## src/rtl/othello_pkg.sv

```systemverilog
// Shared Othello board definitions: geometry, direction
// indices, per-direction address steps and scheduler states.
package othello_pkg;

    localparam int BOARD_DIM = 8;
    localparam int ADDR_W    = 7;

    typedef enum logic [2:0] {
        DIR_N  = 3'd0,
        DIR_NE = 3'd1,
        DIR_E  = 3'd2,
        DIR_SE = 3'd3,
        DIR_S  = 3'd4,
        DIR_SW = 3'd5,
        DIR_W  = 3'd6,
        DIR_NW = 3'd7
    } dir_e;

    typedef enum logic [2:0] {
        ST_IDLE  = 3'd0,
        ST_LOAD  = 3'd1,
        ST_START = 3'd2,
        ST_WAIT  = 3'd3,
        ST_NEXT  = 3'd4,
        ST_DONE  = 3'd5
    } state_e;

    // Address increment for one step; negatives wrap mod 128.
    function automatic logic [ADDR_W-1:0] dir_step(
        input logic [2:0] dir
    );
        logic [ADDR_W-1:0] s;
        s = '0;
        unique case (dir_e'(dir))
            DIR_N:  s = 7'h78;
            DIR_NE: s = 7'h79;
            DIR_E:  s = 7'h01;
            DIR_SE: s = 7'h09;
            DIR_S:  s = 7'h08;
            DIR_SW: s = 7'h07;
            DIR_W:  s = 7'h7F;
            DIR_NW: s = 7'h77;
        endcase
        return s;
    endfunction

    function automatic logic [2:0] min3(
        input logic [2:0] a,
        input logic [2:0] b
    );
        return (a < b) ? a : b;
    endfunction

endpackage

```

## src/rtl/edge_limit_calc.sv

```systemverilog
// Number of cells between a board cell and the edge of the
// board when walking in one of the eight directions.
module edge_limit_calc
    import othello_pkg::*;
(
    input  logic [2:0] row_i,
    input  logic [2:0] col_i,
    input  logic [2:0] dir_i,
    output logic [2:0] limit_o
);

    localparam logic [2:0] MAX_IDX = 3'(BOARD_DIM - 1);

    logic [2:0] up;
    logic [2:0] down;
    logic [2:0] left;
    logic [2:0] right;

    assign up    = row_i;
    assign down  = MAX_IDX - row_i;
    assign left  = col_i;
    assign right = MAX_IDX - col_i;

    // Diagonals are bounded by the nearer of their two edges.
    always_comb begin
        limit_o = 3'd0;
        unique case (dir_e'(dir_i))
            DIR_N:  limit_o = up;
            DIR_NE: limit_o = min3(up, right);
            DIR_E:  limit_o = right;
            DIR_SE: limit_o = min3(down, right);
            DIR_S:  limit_o = down;
            DIR_SW: limit_o = min3(down, left);
            DIR_W:  limit_o = left;
            DIR_NW: limit_o = min3(up, left);
        endcase
    end

endmodule

```

## src/rtl/move_dir_scheduler.sv

```systemverilog
// Walks the 8 directions around a candidate cell, drives the
// single-direction checker for each and gathers a legality mask.
module move_dir_scheduler
    import othello_pkg::*;
#(
    parameter int TIMEOUT_CYCLES = 32,
    parameter bit EARLY_EXIT     = 1'b0
) (
    input  logic              clock,
    input  logic              reset,
    input  logic              start_i,
    input  logic [2:0]        cell_row_i,
    input  logic [2:0]        cell_col_i,
    input  logic              player_i,
    output logic              chk_ld_o,
    output logic              chk_start_o,
    output logic [ADDR_W-1:0] chk_addr_o,
    output logic [ADDR_W-1:0] chk_step_o,
    output logic [2:0]        chk_limit_o,
    output logic              chk_player_o,
    input  logic              chk_done_i,
    input  logic              chk_dir_ok_i,
    output logic              mem_sel_o,
    output logic              busy_o,
    output logic              done_o,
    output logic              legal_o,
    output logic [7:0]        dir_mask_o,
    output logic              timeout_o
);

    localparam int WD_W =
        (TIMEOUT_CYCLES > 1) ? $clog2(TIMEOUT_CYCLES) : 1;
    localparam logic [WD_W-1:0] WD_LAST =
        WD_W'(TIMEOUT_CYCLES - 1);

    state_e            state_q;
    state_e            state_d;
    logic [2:0]        dir_q;
    logic [2:0]        dir_d;
    logic [2:0]        row_q;
    logic [2:0]        row_d;
    logic [2:0]        col_q;
    logic [2:0]        col_d;
    logic              player_q;
    logic              player_d;
    logic [7:0]        mask_q;
    logic [7:0]        mask_d;
    logic              timeout_q;
    logic              timeout_d;
    logic [WD_W-1:0]   wd_q;
    logic [WD_W-1:0]   wd_d;

    logic [2:0]        limit;
    logic              skip;
    logic              scan_end;
    logic              wd_expired;
    logic              active;

    edge_limit_calc u_limit (
        .row_i   (row_q),
        .col_i   (col_q),
        .dir_i   (dir_q),
        .limit_o (limit)
    );

    // Fewer than two cells cannot hold an opponent run plus
    // a closing own piece, so such directions are not checked.
    assign skip       = (limit < 3'd2);
    assign wd_expired = (wd_q == WD_LAST);
    assign scan_end   = (dir_q == 3'd7) ||
                        (EARLY_EXIT && (mask_q != 8'd0));
    assign active     = (state_q != ST_IDLE);

    // State and datapath registers; reset aborts any scan.
    always_ff @(posedge clock or posedge reset) begin
        if (reset) begin
            state_q   <= ST_IDLE;
            dir_q     <= 3'd0;
            row_q     <= 3'd0;
            col_q     <= 3'd0;
            player_q  <= 1'b0;
            mask_q    <= 8'd0;
            timeout_q <= 1'b0;
            wd_q      <= '0;
        end else begin
            state_q   <= state_d;
            dir_q     <= dir_d;
            row_q     <= row_d;
            col_q     <= col_d;
            player_q  <= player_d;
            mask_q    <= mask_d;
            timeout_q <= timeout_d;
            wd_q      <= wd_d;
        end
    end

    // Next-state logic of the direction sequencer.
    always_comb begin
        state_d = state_q;
        unique case (state_q)
            ST_IDLE:
                if (start_i) state_d = ST_LOAD;
            ST_LOAD:
                state_d = skip ? ST_NEXT : ST_START;
            ST_START:
                state_d = ST_WAIT;
            ST_WAIT:
                if (chk_done_i || wd_expired)
                    state_d = ST_NEXT;
            ST_NEXT:
                state_d = scan_end ? ST_DONE : ST_LOAD;
            ST_DONE:
                state_d = ST_IDLE;
            default:
                state_d = ST_IDLE;
        endcase
    end

    // Capture, mask collection, watchdog and direction index.
    always_comb begin
        dir_d     = dir_q;
        row_d     = row_q;
        col_d     = col_q;
        player_d  = player_q;
        mask_d    = mask_q;
        timeout_d = timeout_q;
        wd_d      = wd_q;
        unique case (state_q)
            ST_IDLE: begin
                if (start_i) begin
                    row_d     = cell_row_i;
                    col_d     = cell_col_i;
                    player_d  = player_i;
                    mask_d    = 8'd0;
                    timeout_d = 1'b0;
                    dir_d     = 3'd0;
                end
            end
            ST_START: wd_d = '0;
            ST_WAIT: begin
                // A result arriving with the timeout still counts.
                if (chk_done_i) begin
                    mask_d[dir_q] = chk_dir_ok_i;
                end else if (wd_expired) begin
                    mask_d[dir_q] = 1'b0;
                    timeout_d     = 1'b1;
                end else begin
                    wd_d = wd_q + 1'b1;
                end
            end
            ST_NEXT:
                if (!scan_end) dir_d = dir_q + 3'd1;
            default: ;
        endcase
    end

    // Checker handshake, memory ownership and status outputs.
    always_comb begin
        chk_ld_o     = 1'b0;
        chk_start_o  = 1'b0;
        mem_sel_o    = 1'b0;
        done_o       = 1'b0;
        busy_o       = active;
        chk_addr_o   = '0;
        chk_step_o   = '0;
        chk_limit_o  = 3'd0;
        chk_player_o = 1'b0;
        unique case (state_q)
            ST_LOAD:  chk_ld_o = !skip;
            ST_START: begin
                chk_start_o = 1'b1;
                mem_sel_o   = 1'b1;
            end
            ST_WAIT:  mem_sel_o = 1'b1;
            ST_DONE:  done_o = 1'b1;
            default: ;
        endcase
        if (active) begin
            chk_addr_o   = {1'b0, row_q, col_q};
            chk_step_o   = dir_step(dir_q);
            chk_limit_o  = limit;
            chk_player_o = player_q;
        end
        legal_o    = |mask_q;
        dir_mask_o = mask_q;
        timeout_o  = timeout_q;
    end

endmodule

```

## config.mk

```make
export PLATFORM = sky130hd
export DESIGN_NAME = move_dir_scheduler
export DESIGN_NICKNAME = d
export VERILOG_FILES = /design/src/rtl/othello_pkg.sv /design/src/rtl/edge_limit_calc.sv /design/src/rtl/move_dir_scheduler.sv
export SDC_FILE = /design/constraint.sdc
export NUM_CORES = 1
export LEC_CHECK = 0
export BUFFER_PORTS_ARGS = -buffer_cell sky130_fd_sc_hd__buf_2
export CORE_MARGIN = 10
export CORE_UTILIZATION = 61
export CTS_BUF_LIST = sky130_fd_sc_hd__clkbuf_4 sky130_fd_sc_hd__clkbuf_8
export DETAILED_ROUTE_END_ITERATION = 8
export PLACE_DENSITY_LB_ADDON = 0.3
export RECOVER_POWER = 100
export SLEW_MARGIN = 20
export SYNTH_ARGS = -nofsm -noshare
export SYNTH_HDL_FRONTEND = slang
export SYNTH_SLANG_ARGS = --single-unit
```

## constraint.sdc

```tcl
create_clock -name clock -period 4.9 [get_ports clock]
set_input_delay 0.245 -clock clock [delete_from_list [all_inputs] [get_ports clock]]
set_output_delay 0.245 -clock clock [all_outputs]
set_load 0.05 [all_outputs]
```

==> summary.md <==
| Metric | Value |
|---|---|
| Outcome | `finished, violations left` |
| Violated checks | `hold timing, capacitance limit, slew limit` |
| Area growth from synthesis to layout | `7.71%` |
| Cell count after placement | `312` |
| Top cell type's share of synthesized area | `0.320` |
| Max-slew violations | `18` |
| Setup Total Neg Slack | `0 ps` |
| Total clock buffers created by CTS | `3` |
| Via count of the first global-routing pass | `1793` |
| Starting density of the core | `0.633` |
| Pin count of the biggest net entering global routing | `28` |
| Number of I/O pins | `45` |
| Number of sinks handled by clock tree synthesis | `27` |
| Number of enable-type register cells in the synthesized netlist | `0` |
| Number of different library cells in the post-synthesis netlist | `52` |
| Floorplan die height | `78.8 µm` |
| Largest stage delay on the critical path | `1510 ps` |
| Cell type of the slowest stage on the worst timing path | `sky130_fd_sc_hd__nor3_1` |
| Fin Clk Skew | `10.1 ps` |
| Latest clock arrival within the worst-skew pair | `330 ps` |
| Overall overflow remaining after global route | `0` |
| Clock root cell | `sky130_fd_sc_hd__clkbuf_4` |
| Drt pass-1 iters | `4` |
| Leading cell type by number of instances after synthesis | `sky130_fd_sc_hd__dfrtp_1` |
| Share of the cycle needed by the critical path after routing | `0.724` |
| DRC violation total after the first TritonRoute iteration | `245` |
| RD Place Congestion | `0.951` |
| Clock transition at the register clock pins on the worst setup and hold paths after CTS | `150 ps` |
| Clock tree from TritonCTS | `yes` |
| Class of the most critical setup path | `reg -> reg` |
| Required @ worst endpoint | `5140 ps` |
| Dominant cells by area after synthesis | `sky130_fd_sc_hd__dfrtp_1, sky130_fd_sc_hd__ha_1, sky130_fd_sc_hd__a22o_1` |
| Number of I/O port buffers | `43` |
| Tot GR Track Use | `0.158` |
| DP Worst Slack | `2330 ps` |
| Post-CTS Hold Fix Bufs | `0` |
| Placed wire-length estimate after detailed placement | `3.73 mm` |
| Highest Clock Rate | `282 MHz` |
| Number of cells produced by synthesis | `235` |
| Post-CTS Resized | `0` |
| Max-Cap Viols | `1` |
| Post-synthesis sequential element count | `27` |
| Total via count after detailed routing | `1812` |
| Final-report hold violation count | `27` |
| Number of levels the H-tree was split into | `1` |
| Ordered list of cells on the worst path | `nor3_1, nand2_1, o21ai_2, o21ai_0, a22o_1` |
| Share of post-route cells with drive strength above 1 | `0.122` |
| Total wire length | `4.85 mm` |
| Setup violations, final | `0` |
| Post-Syn Nets | `269` |
| Start point of the critical path | `state_q[0]` |
| Mean post-synth cell area | `8.98 µm²` |
| Non-filler instance count after layout | `316` |
| List of most frequent post-synthesis cells | `sky130_fd_sc_hd__dfrtp_1, sky130_fd_sc_hd__nand2_1, sky130_fd_sc_hd__ha_1` |
| Fraction of the yosys area taken by sequential cells | `0.320` |
| Worst rel slew slack | `-0.258` |
| Mapped Area | `0.00211 mm²` |
| Global-route wire length before repair | `8.31 mm` |
| DIE AREA | `0.00621 mm²` |
| Vias per inst | `5.73` |
| Horiz. Die Dim | `78.8 µm` |
| Critical path peak fanout | `17` |
| Startpoint kind of the worst setup timing path | `flip-flop` |
| Worst-case clock buffer depth | `2` |
| Slew at the pin with the worst max-slew slack | `1870 ps` |
| Primary flip-flop cell chosen by synthesis mapping | `sky130_fd_sc_hd__dfrtp_1` |
| Placeable core area | `0.00334 mm²` |
| # nets final | `305` |
| Average routed wire per standard cell | `15.4 µm` |
| Number of buffers inserted to repair setup after CTS | `0` |
| Least setup slack across all paths after layout | `1350 ps` |
| Minimum hold slack | `-18.5 ps` |
| Critical R2R Launch | `state_q[0]` |
| Nature of the critical path endpoint | `flip-flop` |
| Post-layout min period | `3550 ps` |
| Type of the worst min-delay path | `in -> async` |
| Data arrival, critical path | `3790 ps` |
| Synthesis Warnings | `0` |
| Ys async rst share | `1.00` |
| Remaining DRCs | `0` |
| Count of antenna-violating nets left after detailed routing | `0` |
| Initial antenna violation count | `0` |
| Yosys top cell by area | `sky130_fd_sc_hd__dfrtp_1` |
| Setup repair after global routing missed its margin | `no` |
| Number of antenna repair diodes | `0` |
| Standard-cell rows | `21` |
==> worst paths after layout <==
check / endpoint / slack (ps) / cells past startpoint
max: dir_mask_o[2] / 1350 / 5
min reg2reg: player_q / 520 / 1
max in group asynchronous: col_q[1] / 4480 / 2
min in group clock: row_q[1] / 140 / 2
max reg2reg: dir_mask_o[2] / 1350 / 5
min: dir_mask_o[7] / -20 / 2
==> kinds of logic (layout without fill, tap and decap cells) <==
family / Yosys count / in the layout / synth area share
other: 1 / 1 / 0.00178
buffers and inverters: 25 / 60 / 0.0539
adder cells (fa/ha/maj): 22 / 22 / 0.130
flip-flops: 27 / 27 / 0.320
multiplexers: 9 / 9 / 0.0480
AO/OA/AOI/OAI: 65 / 65 / 0.237
AND/OR/NAND/NOR: 86 / 86 / 0.209
==> flip-flops by register name (all words and copies together), names as in the netlist <==
| name | count |
|---|---|
| col_q | 3 |
| state_q | 3 |
| dir_mask_o | 8 |
| timeout_o | 1 |
| row_q | 3 |
| dir_q | 3 |
| wd_q | 5 |
| player_q | 1 |
==> cell usage in the layout (no fill, tap or decap), drive strengths merged, types with 4 or more instances in the layout <==
cell,instances
clkbuf,34
nand2,28
dfrtp,27
ha,22
nor2,17
a22o,14
o21ai,14
buf,12
inv,12
nor2b,11
mux2,9
a21oi,9
nor3,6
nand3,6
nand2b,4
o2111ai,4
==> stage by stage <==
step / utilization / area (µm²)
6_report: 0.681 / 2270
5_1_grt: 0.681 / 2270
4_1_cts: 0.704 / 2350
3_5_place_dp: 0.695 / 2320
3_3_place_gp: 0.695 / 2320
2_1_floorplan: - / 2110
==> layout make-up <==
class / count / area [µm²]
Clock inverter: 1 / 7.51
Clock buffer: 3 / 22.5
Tap cell: 46 / 57.6
Fill cell: 302 / 1060
Inverter: 13 / 48.8
Sequential cell: 27 / 676
Multi-Input combinational cell: 183 / 1280
Timing Repair Buffer: 43 / 176
==> layer usage <==
layer | GRT usage | part of all wire
met1 | 0.217 | 0.47
met2 | 0.236 | 0.43
met3 | 0.0462 | 0.085
met4 | 0.0376 | 0.0058
met5 | 0 | 0
==> critical path, delay by kind of cell, from the launching register on <==
kind	cells	cell delay, ps
DFF	1	550
and+or+nand+nor	2	2210
AOI/OAI and AO/OA	3	700
Power is left out: the tool's default activity adds up to more than one toggle a clock period on the data nets, which glitch-free logic cannot reach.
